$ cat src/rtl/aggregate_pkg.sv
`default_nettype none
// +----------------------------------------------------------------------+
// | Module   : aggregate_pkg                                             |
// | Purpose  : Shared types and default constants for the dibit          |
// |            aggregator (state encoding, word/dibit sizing).           |
// | Revision : 1.0  initial release                                      |
// +----------------------------------------------------------------------+
package aggregate_pkg;

  // Aggregator control states.
  typedef enum logic [1:0] {
    IDLE    = 2'd0,
    COLLECT = 2'd1,
    DRAIN   = 2'd2
  } state_t;

  localparam int DEFAULT_OUT_WIDTH = 32;
  localparam int DIBITS_PER_WORD   = DEFAULT_OUT_WIDTH / 2;

  // Bits needed for a counter that must reach n without wrapping.
  function automatic int count_width(input int n);
    return (n < 1) ? 1 : $clog2(n + 1);
  endfunction

endpackage : aggregate_pkg
`default_nettype wire

$ cat src/rtl/dibit_shift_reg.sv
`default_nettype none
// +----------------------------------------------------------------------+
// | Module   : dibit_shift_reg                                           |
// | Purpose  : Assembly register. Shifts left by two bits, inserting     |
// |            a new dibit at the LSBs when enabled. Clear empties it;   |
// |            clear together with enable loads a single fresh dibit.    |
// | Revision : 1.0  initial release                                      |
// +----------------------------------------------------------------------+
module dibit_shift_reg #(
  parameter int W = 32
) (
  input  logic         clk,
  input  logic         rst,
  input  logic         clr,
  input  logic         en,
  input  logic [1:0]   din,
  output logic [W-1:0] q
);

  logic [W-1:0] base;
  logic [W-1:0] q_nxt;

  // Starting point for the shift: empty when starting over, else current.
  assign base = clr ? '0 : q;

  generate
    if (W == 2) begin : g_single_dibit
      assign q_nxt = en ? din : base;
    end else begin : g_multi_dibit
      assign q_nxt = en ? {base[W-3:0], din} : base;
    end
  endgenerate

  // Assembly register with synchronous active-low reset.
  always_ff @(posedge clk) begin
    if (!rst) begin
      q <= '0;
    end else begin
      q <= q_nxt;
    end
  end

endmodule : dibit_shift_reg
`default_nettype wire

$ cat src/rtl/aggregate.sv
`default_nettype none
// +----------------------------------------------------------------------+
// | Module   : aggregate                                                 |
// | Purpose  : Collects the first OUT_WIDTH/2 dibits of each packet      |
// |            MSB-first and emits the word as a one-cycle pulse after   |
// |            the packet ends. Short packets are dropped silently.      |
// | Revision : 1.0  initial release                                      |
// +----------------------------------------------------------------------+
module aggregate
  import aggregate_pkg::*;
#(
  parameter int OUT_WIDTH = DEFAULT_OUT_WIDTH
) (
  input  logic                 clk,
  input  logic                 rst,
  input  logic                 axiiv,
  input  logic [1:0]           axiid,
  output logic                 axiov,
  output logic [OUT_WIDTH-1:0] axiod
);

  localparam int N  = OUT_WIDTH / 2;
  localparam int CW = count_width(N);
  localparam logic [CW-1:0] N_C    = CW'(N);
  localparam logic [CW-1:0] ONE_C  = CW'(1);
  localparam state_t        FIRST_NXT = (N == 1) ? DRAIN : COLLECT;

  state_t          state;
  state_t          state_nxt;
  logic [CW-1:0]   count;
  logic [CW-1:0]   count_nxt;
  logic            sr_en;
  logic            sr_clr;
  logic            emit;
  logic [OUT_WIDTH-1:0] sr_q;

  dibit_shift_reg #(
    .W (OUT_WIDTH)
  ) u_shift (
    .clk (clk),
    .rst (rst),
    .clr (sr_clr),
    .en  (sr_en),
    .din (axiid),
    .q   (sr_q)
  );

  // State, counter and output registers; axiod only changes on emit.
  always_ff @(posedge clk) begin
    if (!rst) begin
      state <= IDLE;
      count <= '0;
      axiov <= 1'b0;
      axiod <= '0;
    end else begin
      state <= state_nxt;
      count <= count_nxt;
      axiov <= emit;
      if (emit) begin
        axiod <= sr_q;
      end
    end
  end

  // Next-state, counter and shift-register control.
  always_comb begin
    state_nxt = state;
    count_nxt = count;
    sr_en     = 1'b0;
    sr_clr    = 1'b0;
    emit      = 1'b0;
    case (state)
      IDLE: begin
        if (axiiv) begin
          // Start a fresh word with this dibit, discarding stale content.
          sr_en     = 1'b1;
          sr_clr    = 1'b1;
          count_nxt = ONE_C;
          state_nxt = FIRST_NXT;
        end
      end
      COLLECT: begin
        if (axiiv) begin
          sr_en = 1'b1;
          if (count < N_C) begin
            count_nxt = count + ONE_C;
          end
          if (count == N_C - ONE_C) begin
            state_nxt = DRAIN;
          end
        end else begin
          // Packet ended before a full word: drop it.
          sr_clr    = 1'b1;
          count_nxt = '0;
          state_nxt = IDLE;
        end
      end
      DRAIN: begin
        // Extra dibits are ignored; count stays saturated at N.
        if (!axiiv) begin
          emit      = 1'b1;
          count_nxt = '0;
          state_nxt = IDLE;
        end
      end
      default: begin
        count_nxt = '0;
        state_nxt = IDLE;
      end
    endcase
  end

endmodule : aggregate
`default_nettype wire

$ cat config.mk
export PLATFORM = sky130hd
export DESIGN_NAME = aggregate
export DESIGN_NICKNAME = d
export VERILOG_FILES = /design/src/rtl/aggregate_pkg.sv /design/src/rtl/dibit_shift_reg.sv /design/src/rtl/aggregate.sv
export SDC_FILE = /design/constraint.sdc
export NUM_CORES = 1
export LEC_CHECK = 0
export BUFFER_PORTS_ARGS = -buffer_cell sky130_fd_sc_hd__clkbuf_2
export CAP_MARGIN = 20
export CORE_AREA = 2 2 77 79
export DETAILED_ROUTE_END_ITERATION = 6
export DIE_AREA = 0 0 79 81
export PLACE_DENSITY = 0.7
export SETUP_SLACK_MARGIN = 0.15
export SYNTH_ARGS = -nofsm -noshare
export SYNTH_HDL_FRONTEND = slang
export SYNTH_HIERARCHICAL = 1
export SYNTH_SLANG_ARGS = --single-unit
$ cat constraint.sdc
create_clock -name clk -period 4.26 [get_ports clk]
set_input_delay 0.213 -clock clk [delete_from_list [all_inputs] [get_ports clk]]
set_output_delay 0.213 -clock clk [all_outputs]
set_load 0.05 [all_outputs]
Word level (Yosys, flattened, before mapping)
Cells that the tools add are included.
Widths: inputs -> output; s select.
{"block": "word_totals", "reg_bits": 72, "wordCells": 37, "out_inout_bits": 33, "in_bits": 5}
{"block": "op_classes", "muxes": 17, "n_reduce_logical": 5, "n_addsub": 1, "eq_ne": 7, "n_lt_le_gt_ge": 1}
{"cell": "$mux 32", "n": 2}
{"cell": "$mux 5", "n": 4}
{"cell": "$pmux 5 s3", "n": 1}
{"cell": "$mux 2", "n": 4}
{"cell": "$ne 3x3->1 const B", "n": 2}
{"cell": "$pmux 2 s3", "n": 1}
{"cell": "$reduce_and 3->1", "n": 2}
{"cell": "$add 5x1->5 const B", "n": 1}
{"cell": "$eq 5x4->1 const B", "n": 1}
{"cell": "$lt 5x5->1 const B", "n": 1}
{"cell": "$mux 1", "n": 4}
{"cell": "$ne 2x2->1 const B", "n": 2}
{"cell": "$eq 2x1->1 const B", "n": 1}
{"cell": "$eq 2x2->1 const B", "n": 1}
{"cell": "$logic_not 2->1", "n": 1}
{"cell": "$pmux 1 s2", "n": 1}
{"cell": "$reduce_bool 2->1", "n": 1}
{"cell": "$reduce_or 2->1", "n": 1}

Depth between registers and ports, before layout
{"block": "logic_depth", "depth_word": 4, "depth_mapped": 6, "ltp_nobuf": 6}

Cells and area by module
The synthesis kept the hierarchy.
{"mod": "aggregate", "cells_per_inst": 195, "seq_area_each_um2": 800.8, "area_each_um2": 1576.5, "instances": 1}
{"mod": "dibit_shift_reg", "cells_per_inst": 106, "seq_area_each_um2": 640.6, "area_each_um2": 1159.9, "instances": 1}

Worst setup path after synthesis
Ideal clock, no wire load.
{"block": "synth_path", "kind": "reg-to-reg", "start": "reg count[0]", "end": "reg count[4]", "arrival_time_ns": 1.359, "path_buffers": 0, "period_less_slack_ns": 1.430, "setup_slack_ns": 2.830, "path_stages_with_launch": 7, "path_cell_list": "dfxtp_1 ha_1 and3_1 ha_1 nor4bb_1 a31oi_1 a21oi_1"}
{"block": "synth_via", "elab_chain_cells": 4}
{"item": "start, declared", "line_no": "aggregate.sv:30", "rtl": "logic [CW-1:0] count;"}
{"item": "start signal, assigned", "line_no": "aggregate.sv:57", "rtl": "count <= count_nxt;"}
{"item": "$add 5x1->5", "line_no": "aggregate.sv:86", "rtl": "count_nxt = count + ONE_C;"}
{"item": "$mux 5", "line_no": "aggregate.sv:85", "rtl": "if (count < N_C) begin"}
{"item": "$mux 5", "line_no": "aggregate.sv:83", "rtl": "if (axiiv) begin"}
{"item": "$pmux 5 s3", "line_no": "aggregate.sv:72", "rtl": "case (state)"}
Parallel ways exist; a longest one is shown, timed or not. The select of a mux whose other input is x is not followed.
A chain may end at the register's enable or synchronous reset.

Final worst setup path
{"block": "layout_path", "start": "reg state[0]", "end": "reg u_shift.q[10]"}
{"block": "layout_via", "elab_chain_cells": 4}
{"item": "start, declared", "line_no": "aggregate.sv:28", "rtl": "state_t state;"}
{"item": "start signal, assigned", "line_no": "aggregate.sv:56", "rtl": "state <= state_nxt;"}
{"item": "$eq 2x1->1 / $logic_not 2->1 (equally long branches)", "line_no": "aggregate.sv:72"}
{"item": "$pmux 1 s2 (*)", "line_no": "aggregate.sv:72"}
{"item": "named net sr_clr", "line_no": "aggregate.sv:33", "rtl": "logic sr_clr;"}
{"item": "$mux 32 (*)", "line_no": "dibit_shift_reg.sv:24", "rtl": "assign base = clr ? '0 : q;"}
{"item": "$mux 32 (*)", "line_no": "dibit_shift_reg.sv:30", "rtl": "assign q_nxt = en ? {base[W-3:0], din} : base;"}
{"item": "end signal, assigned", "line_no": "dibit_shift_reg.sv:39", "rtl": "q <= q_nxt;"}
{"item": "end, declared", "line_no": "dibit_shift_reg.sv:17", "rtl": "output logic [W-1:0] q"}
Mark *: on every way through the listed nets, which the timed path passes. The rest lies on a longest branch. The select of a mux whose other input is x is not followed.

==> metrics.md <==
| Metric | Value |
|---|---|
| Status | complete, no violations |
| Clock Tree Root | clkbuf_8 |
| Floorplan row count | 28 |
| Initial Util | 0.482 |
| Antenna-violating nets left | 0 |
| Worst hold path type | input pin to flop |
| DR WL/cell | about 12 um |
| Post-synth EDFFs | 0 |
| Initial antenna violation count | 0 |
| Max-slew headroom | 0.290 |
| Yosys top cell area share | 0.527 |
| Fin Setup TNS | 0 ns |
| Vias in the first global route | 1770 |
| Reg clk slew, reported paths | ~0.080 ns |
| Longest Clk Path Bufs | 2 |
| Hpwl dp | roughly 3100 um |
| Slowest-stage cell, CP | nand2b_1 |
| TritonCTS Sinks | 72 |
| Syn_area_per_cell | about 9.1 um2 |
| Final routed DRC violation total | 0 |
| Pre-antenna DRT Iters | 4 |
| Share of the yosys chip area belonging to registers | 0.527 |
| Final setup vio count | 0 |
| GP Congestion | between 0.7 and 0.8 |
| Crit Path Max Fanout | 30 |
| Final min period | 2.08 ns |
| Crit-path leading delay family | simple AND/OR/NAND/NOR gates |
| Cell type with the highest aggregate area in the netlist | dfxtp_1 |
| Overflow after GRT | 0 |
| Worst R2R Path Depth | 4 |
| Async set-reset flop share out of synthesis | 0 |
| Detailed-route via count | 2049 |
| Hold path cells | 3 |
| Final worst slack | 2.18 ns |
| Setup Fix Bufs, Post-CTS | 0 |
| Crit path required time | ~4.4 ns |
| Crit path buffers/inverters | 0 |
| Final hold vios | 0 |
| First-pass GRT wire length | 8060 um |
| Number of buffers created by CTS | 9 |
| WP data arrival | between 2 and 2.5 ns |
| Die X | ~79 um |
| Synth Instances | around 300 |
| Maximum Capacitance Violations | 0 |
| Crit share post-route | 0.488 |
| Post_cts resized | 0 |
| Worst path max stage delay | 0.84 ns |
| Syn Nets | 308 |
| DRT iter0 DRCs | 110 |
| CTS Hold Bufs | 0 |
| P&R area growth vs syn | 16.1% |
| Tot GR Track Use | 0.160 |
| Vias/cell | ~5.0 |
| RSZ-0062 raised after global routing | false |
| CTS tree | yes |
| Peak VDD IR | 0.000164 V |
| Top post-synthesis cells by area | dfxtp_1 (53%), mux2i_1 (11%), nand2_1 (9.5%) |
| Achievable Freq | 481 MHz |
| Power per Cell Area | 418 mW/mm2 |
| Critical path class | flop to flop |
| H-tree Lvls | 3 |
| Max Clock Skew | roughly 0.0082 ns |
| Register bit count reported by yosys | 72 |
| # IOs | 38 |
| Worst Setup End Kind | flop |
| Die ar. | about 0.0064 mm2 |
| Synth unique cells | 37 |
| Die Y | 81 um |
| Syn Std Cell Area | 0.00274 mm2 |
| Critical Path Stages | 4 |
| Core area | roughly 0.0057 mm2 |
| Fin. max-slew vios | 0 |
| Nets | 338 |
| Dpl ws | ~2.2 ns |
| Crit path cell chain | xnor2_1 -> nor2_1 -> nand2b_1 -> nor2_1 |
| Syn. warnings | 6 |
| Main flop type after synthesis | dfxtp_1 |
| Worst Setup Start Kind | flop |
| Worst-Margin Slew | 1.06 ns |
| Leak | 1.26 nW |
| Most used cell, CP | nor2_1 |
| Clock Latency Late Sink | 0.34 ns |
| ANT cells | 0 |
| Fraction of layout cells with a size suffix above 1 | 0.179 |
| Final wirelength | 4840 um |
| Port bufs | 37 |
| Pin count of the biggest net entering global routing | 36 |
-- tightest hold or removal path, cell delays in order --
cell and delay [ns]:
clkbuf_2 0.08, nand3_1 0.06, o31ai_1 0.06
-- registers in the layout, summed over array words and instances (netlist names) --
register   flops
count          5
u_shift/q     32
axiod         32
axiov          1
state          2
-- kinds of logic (layout without fill, tap and decap cells) --
| family | count (synthesis) | count (layout) | share of synthesized area |
|---|---|---|---|
| and+or+nand+nor | 122 | 122 | 0.192 |
| DFF | 72 | 72 | 0.527 |
| muxes | 31 | 31 | 0.113 |
| buffers and inverters | 26 | 61 | 0.0572 |
| AOI/OAI and AO/OA | 47 | 47 | 0.0983 |
| adders and majority gates | 2 | 2 | 0.00914 |
| xor gates and xnor gates | 1 | 1 | 0.00320 |
-- area by class of cell --
class	instances	area, um2
multi-input combinational	203	1150
tap	75	93.8
timing repair buffer	40	243
fill	531	2500
clock inverter	6	91.3
sequential	72	1440
clock buffer	10	138
inverter	5	18.8
-- layout by cell type (no fill, tap or decap), drive strengths merged, types with 2 or more instances in the layout --
cell type	count
dfxtp	72
nand2	69
clkbuf	47
a21oi	34
nor2	32
mux2i	31
nand3	6
inv	5
clkinv	4
and3	3
o31ai	3
buf	3
o21ai	2
ha	2
bufinv	2
o211ai	2
-- synth_stat cells, types with 2 or more instances --
master    number
a21oi_1       34
and3_1         3
buf_2         11
buf_6          3
buf_8          2
clkbuf_1       5
dfxtp_1       72
ha_1           2
inv_1          4
mux2i_1       31
nand2_1       69
nand3_1        6
nor2_1        32
o21ai_0        2
o31ai_1        3
-- through the flow --
step                      total power [mW]  hold slack, ns   util  instance area, um2  std cells
after global routing                  1.38           0.112  0.560                3180        411
after floorplan                      0.734           0.354      -                2740        301
final                                 1.33           0.108  0.560                3180        411
after global placement               0.737           0.442  0.509                2890        392
after detailed placement             0.738           0.448  0.509                2890        392
after CTS                             1.34          0.0890  0.550                3120        408
-- worst paths after layout --
check / startpoint / end / slack (ns)
worst min register to register: axiod[6]$_SDFFE_PN0P_ / axiod[6]$_SDFFE_PN0P_ / 0.45
worst max-delay path: state[0]$_SDFFE_PN0P_ / u_shift/q[10]$_SDFF_PN0_ / 2.18
worst min-delay path: axiid[0] / u_shift/q[0]$_SDFF_PN0_ / 0.11
worst max register to register: state[0]$_SDFFE_PN0P_ / u_shift/q[10]$_SDFF_PN0_ / 2.18
-- power breakdown --
group / internal [mW] / total (mW) / switching, mW
Combinational: 0.0161 / 0.0442 / 0.0281
Sequential: 0.675 / 0.680 / 0.00413
Clock: 0.349 / 0.605 / 0.256
Total: 1.04 / 1.33 / 0.288
-- metal layers --
metal / vias up / global-route usage / share of wire
li1: 1062 / - / -
met1: 937 / 0.209 / 0.49
met2: 40 / 0.250 / 0.46
met3: 10 / 0.0300 / 0.032
met4: 0 / 0.0879 / 0.019
met5: - / 0 / 0
No activity file was read; power rests on OpenSTA's default activity.
